--- config.mk ---
export PLATFORM = sky130hd
export DESIGN_NAME = switch_debouncer
export DESIGN_NICKNAME = d
export VERILOG_FILES = /design/src/rtl/switch_debouncer_pkg.sv /design/src/rtl/debounce_bit.sv /design/src/rtl/switch_debouncer.sv
export SDC_FILE = /design/constraint.sdc
export NUM_CORES = 1
export LEC_CHECK = 0
export ABC_AREA = 1
export CAP_MARGIN = 20
export CORE_ASPECT_RATIO = 0.6
export CORE_UTILIZATION = 40
export CTS_CLUSTER_DIAMETER = 80
export CTS_CLUSTER_SIZE = 10
export DETAILED_ROUTE_END_ITERATION = 10
export PLACE_DENSITY_LB_ADDON = 0.08
export SLEW_MARGIN = 10
export SYNTH_ARGS = -nofsm -noshare
export SYNTH_HDL_FRONTEND = slang
export SYNTH_SLANG_ARGS = --single-unit
--- constraint.sdc ---
create_clock -name clock -period 2.2 [get_ports clock]
set_input_delay 0.44 -clock clock [delete_from_list [all_inputs] [get_ports clock]]
set_output_delay 0.44 -clock clock [all_outputs]
set_load 0.05 [all_outputs]
--- src/rtl/switch_debouncer_pkg.sv ---
// switch_debouncer_pkg: shared defaults and per-bit FSM encoding for the switch debouncer.
package switch_debouncer_pkg;
    localparam int DEF_DEBOUNCE_CYCLES = 50000;
    localparam int DEF_CNT_W = 16;
    localparam int SW_W = 4;
    typedef enum logic {
        STABLE   = 1'b0,
        COUNTING = 1'b1
    } db_state_e;
endpackage

--- src/rtl/debounce_bit.sv ---
// debounce_bit: two-flop synchroniser, stability counter and FSM for one switch.
// changed is combinational and marks the edge on which clean takes the new value.
module debounce_bit
    import switch_debouncer_pkg::*;
#(
    parameter int DEBOUNCE_CYCLES = DEF_DEBOUNCE_CYCLES,
    parameter int CNT_W = DEF_CNT_W
) (
    input  logic clock,
    input  logic reset_n,
    input  logic raw,
    output logic clean,
    output logic changed,
    output logic cnt_nz
);
    localparam logic [CNT_W-1:0] LAST = CNT_W'(DEBOUNCE_CYCLES - 1);
    logic s1, s2, clean_next;
    logic [CNT_W-1:0] cnt, cnt_next;
    db_state_e state, state_next;
    always_ff @(posedge clock or negedge reset_n) begin
        if (!reset_n) begin
            s1    <= 1'b0;
            s2    <= 1'b0;
            clean <= 1'b0;
            cnt   <= '0;
            state <= STABLE;
        end else begin
            s1    <= raw;
            s2    <= s1;
            clean <= clean_next;
            cnt   <= cnt_next;
            state <= state_next;
        end
    end
    // Acceptance happens on the edge where the counter already holds DEBOUNCE_CYCLES-1,
    // so the counter never has to represent DEBOUNCE_CYCLES itself.
    always_comb begin
        state_next = state;
        cnt_next   = cnt;
        clean_next = clean;
        changed    = 1'b0;
        if (state == STABLE) begin
            state_next = (s2 != clean) ? COUNTING : STABLE;
            cnt_next   = (s2 != clean) ? CNT_W'(1) : '0;
        end else if (s2 == clean) begin
            state_next = STABLE;
            cnt_next   = '0;
        end else if (cnt == LAST) begin
            state_next = STABLE;
            cnt_next   = '0;
            clean_next = s2;
            changed    = 1'b1;
        end else begin
            cnt_next = cnt + CNT_W'(1);
        end
    end
    assign cnt_nz = (cnt_next != '0);
endmodule

--- src/rtl/switch_debouncer.sv ---
// switch_debouncer: debounces four raw switches for Reg and issues a one-cycle load
// strobe whenever the debounced word changes.
module switch_debouncer
    import switch_debouncer_pkg::*;
#(
    parameter int DEBOUNCE_CYCLES = DEF_DEBOUNCE_CYCLES,
    parameter int CNT_W = DEF_CNT_W
) (
    input  logic            clock,
    input  logic            reset_n,
    input  logic [SW_W-1:0] sw_raw,
    output logic            sw1,
    output logic            sw2,
    output logic            sw3,
    output logic            sw4,
    output logic            enabling,
    output logic            busy
);
    logic [SW_W-1:0] clean, changed, cnt_nz;
    for (genvar i = 0; i < SW_W; i++) begin : g_bit
        debounce_bit #(
            .DEBOUNCE_CYCLES(DEBOUNCE_CYCLES),
            .CNT_W(CNT_W)
        ) u_bit (
            .clock(clock),
            .reset_n(reset_n),
            .raw(sw_raw[i]),
            .clean(clean[i]),
            .changed(changed[i]),
            .cnt_nz(cnt_nz[i])
        );
    end
    assign {sw4, sw3, sw2, sw1} = clean;
    always_ff @(posedge clock or negedge reset_n) begin
        if (!reset_n) begin
            enabling <= 1'b0;
            busy     <= 1'b0;
        end else begin
            enabling <= |changed;
            busy     <= |cnt_nz;
        end
    end
endmodule
==> flow_metrics.tcl <==
set metrics [dict create \
    synth_seq_cells 82 \
    drt_iter0_markers 361 \
    tightest_slew_ps 547.9 \
    wire_per_inst_um 12.51 \
    yosys_warnings 0 \
    max_stage_delay_ps 830 \
    start_util_pct 41.61 \
    setup_tns_ps 0 \
    die_x_um 142.7 \
    ff2ff_setup_slack_ps 200 \
    worstSkewPairLatency_ps 340 \
    synthMuxAreaShare_pct 0 \
    min_period_ps 2016 \
    cts.sinks 82 \
    power_w 0.003585 \
    grt_pass1_vias 3746 \
    slew_viol_final 0 \
    ant_nets 0 \
    coreArea_sq_um 11410 \
    drt_first_pass_iters 5 \
    path_delay_family "buffers and inverters" \
    tritoncts "done" \
    numPortBuffers 11 \
    synth_top_family_by_area "simple AND/OR/NAND/NOR gates" \
    p_int_w 0.002756 \
    io_pins 12 \
    drc 0 \
    cts_buffers 9 \
    antenna_found_initial 0 \
    die_h_um 86.40 \
    nets 736 \
    fin_ws_ps 184.3 \
    min_period_over_period_pct 91.62 \
    synth_top_cell_area_share_pct 43.21 \
    worstSetupEndpointType "primary output" \
    crit_required_ps 1760 \
    overflow 0 \
    cts_max_path_buffers 2 \
    hold_class "in2async" \
    setup_viol 0 \
    critPathKind "reg2out" \
    final_layout_size_suffix_gt1_share_pct 6.840 \
    p_seq_share_pct 44.2 \
    dpl.hpwl_mm 8.352 \
    grt.total_usage_pct 19.72 \
    yosys.area.top_type "dfrtp_1" \
    status "finished, final reports clean" \
    cp_cell_sequence "clkdlybuf4s50_1" \
    clk_pin_slew_ps 60 \
    wirelength_mm 11.14 \
    switching_power_w 0.0008284 \
    place_ws_ps 117.8 \
    cp_slowest_cell "clkdlybuf4s50_1" \
    relSlewSlack_pct 63.47 \
    hold_viol 0 \
    synth-compound-area-share_pct 4.401 \
    cts_root_buf "clkbuf_16" \
    grt_max_degree 40 \
    viasPerCell 4.770 \
    synth.distinct_cells 22 \
    synth_area_leaders "dfrtp_1, nand2_1, inv_1" \
    crit_buf_inv 1 \
    synth.avg_cell_area_sq_um 6.822 \
    startpoint_type "flop" \
    synth_xor_xnor_area_share_pct 1.660 \
    gp_congestion 0.8950 \
    clockPowerShare_pct 47.9 \
    rsz0062_at_grt "no" \
    num_vias 4250 \
    switching_share_pct 23.11 \
    max-cap-violations 0 \
    skew_ps 4.966 \
    n_antenna_cell 0 \
    startpoint "g_bit[2].u_bit.clean" \
    h-tree-depth 3 \
    syn_area_sq_um 4748 \
    combPwrFrac_pct 8.0 \
    fp-row-count 30 \
    grt_pass1_wl_mm 18.65 \
    syn_inst 696 \
    synth-adder-area-share_pct 1.054 \
    arrival_ps 1580 \
    area_growth_pct 15.47 \
    die_area_sq_um 12320 \
    path_max_fanout 4 \
    max_freq_mhz 496.1 \
    r2r_start "g_bit[1].u_bit.cnt[0]" \
    power_density_nw_per_um2 653.8 \
    syn-num-nets 706 \
    synthSimpleGateAreaFrac_pct 37.71 \
    leakage_nw 3.020 \
    final_util_pct 48.05 \
    yosysSeqAreaShare_pct 43.21 \
    peakVddDrop_mv 0.4246 \
]
==> logic make-up after synthesis <==
group / count (synthesis)
AO/OA/AOI/OAI: 35
XOR/XNOR: 9
adder cells (fa/ha/maj): 4
buffers and inverters: 143
flip-flops: 82
AND/OR/NAND/NOR: 423
==> final timing paths <==
| kind | endpoint | cells past startpoint |
|---|---|---|
| setup / recovery | sw3 | 1 |
| setup reg to reg | busy | 12 |
| min in group clock | g_bit[1].u_bit.s2 | 0 |
| max in group asynchronous | g_bit[1].u_bit.cnt[11] | 2 |
| hold / removal | g_bit[0].u_bit.cnt[3] | 1 |
| hold reg to reg | g_bit[1].u_bit.s2 | 0 |
==> synth_stat cells <==
cell and n:
inv_1 133, nand4_1 20, ha_1 4, nand2_4 1
nor4_1 2, buf_6 4, a21oi_1 1, nor3_1 7
nand3_1 77, or2_2 2, o21bai_1 12, xor2_1 9
o2111ai_1 1, o21ai_1 4, nand2_2 9, dfrtp_1 82
nor2_4 1, o21ai_0 17, clkinv_2 1, inv_2 5
nor2_1 116, nand2_1 188
==> state kept, by name, indices dropped and copies added (netlist names) <==
signal             count
enabling               1
g_bit.u_bit.cnt       64
g_bit.u_bit.clean      4
g_bit.u_bit.state      4
g_bit.u_bit.s2         4
g_bit.u_bit.s1         4
busy                   1
==> placed cells by master (no fill, tap or decap), types with 6 or more instances in the layout <==
cell type / Yosys / layout
nand2_1: 188 / 188
clkdlybuf4s50_1: 0 / 10
o21bai_1: 12 / 12
nor3_1: 7 / 7
buf_4: 0 / 11
xor2_1: 9 / 9
nand4_1: 20 / 20
nor2_1: 116 / 116
o21ai_0: 17 / 17
clkbuf_16: 0 / 9
nand2_2: 9 / 6
dfrtp_1: 82 / 82
inv_1: 133 / 132
nand3_1: 77 / 75
==> through the flow <==
stage                     std cells  cell area, sq um  hold WS (ps)
after floorplan                 696              4748         144.4
after global placement          869              5069         332.9
after detailed placement        869              5069         334.7
after CTS                       885              5404         97.67
after global routing            891              5483         121.1
final                           891              5483         80.81
==> area by class of cell <==
| cell class | count | area, sq um |
|---|---|---|
| Clock buffer | 11 | 232.7 |
| Clock inverter | 5 | 102.6 |
| Fill cell | 1154 | 5928 |
| Inverter | 139 | 529.3 |
| Multi-Input combinational cell | 471 | 2156 |
| Sequential cell | 82 | 2052 |
| Tap cell | 160 | 200.2 |
| Timing Repair Buffer | 22 | 202.7 |
| Timing Repair inverter | 1 | 7.507 |
==> what timing repair did <==
| action | CTS | global route |
|---|---|---|
| setup endpoints to repair | 0 | 1 |
| hold buffers | 0 | 0 |
| gates resized for setup | 0 | 9 |
| buffers inserted | 0 | 5 |
==> worst register-to-register path, stage by stage, from the launching register on <==
cell,delay [ps]
dfrtp_1,390
ha_2,230
nand3_2,110
nor2_1,120
nand2_1,110
nand2_4,140
clkinvlp_4,170
nand2_1,130
nand3_1,90
nor2_1,110
nand3_1,120
nor2_1,120
nand2_1,60
==> per-layer routing <==
metal  global-route usage (%)  vias up  wire length [um]
li1                         -     2204                 -
met2                    24.96      131              4202
met4                    5.083        0               112
met3                    4.530       16               669
met1                    32.20     1899              6160
met5                        0        -                 0
==> power groups by stage <==
stage / sequential, W / combinational, W / clock (W)
after floorplan: 0.00162 / 0.000150 / 0
after global placement: 0.00161 / 0.000260 / 0
after detailed placement: 0.00161 / 0.000258 / 0
after CTS: 0.00158 / 0.000259 / 0.00177
after global routing: 0.00159 / 0.000326 / 0.00183
final: 0.00158 / 0.000285 / 0.00172
No activity file was read; power rests on OpenSTA's default activity.
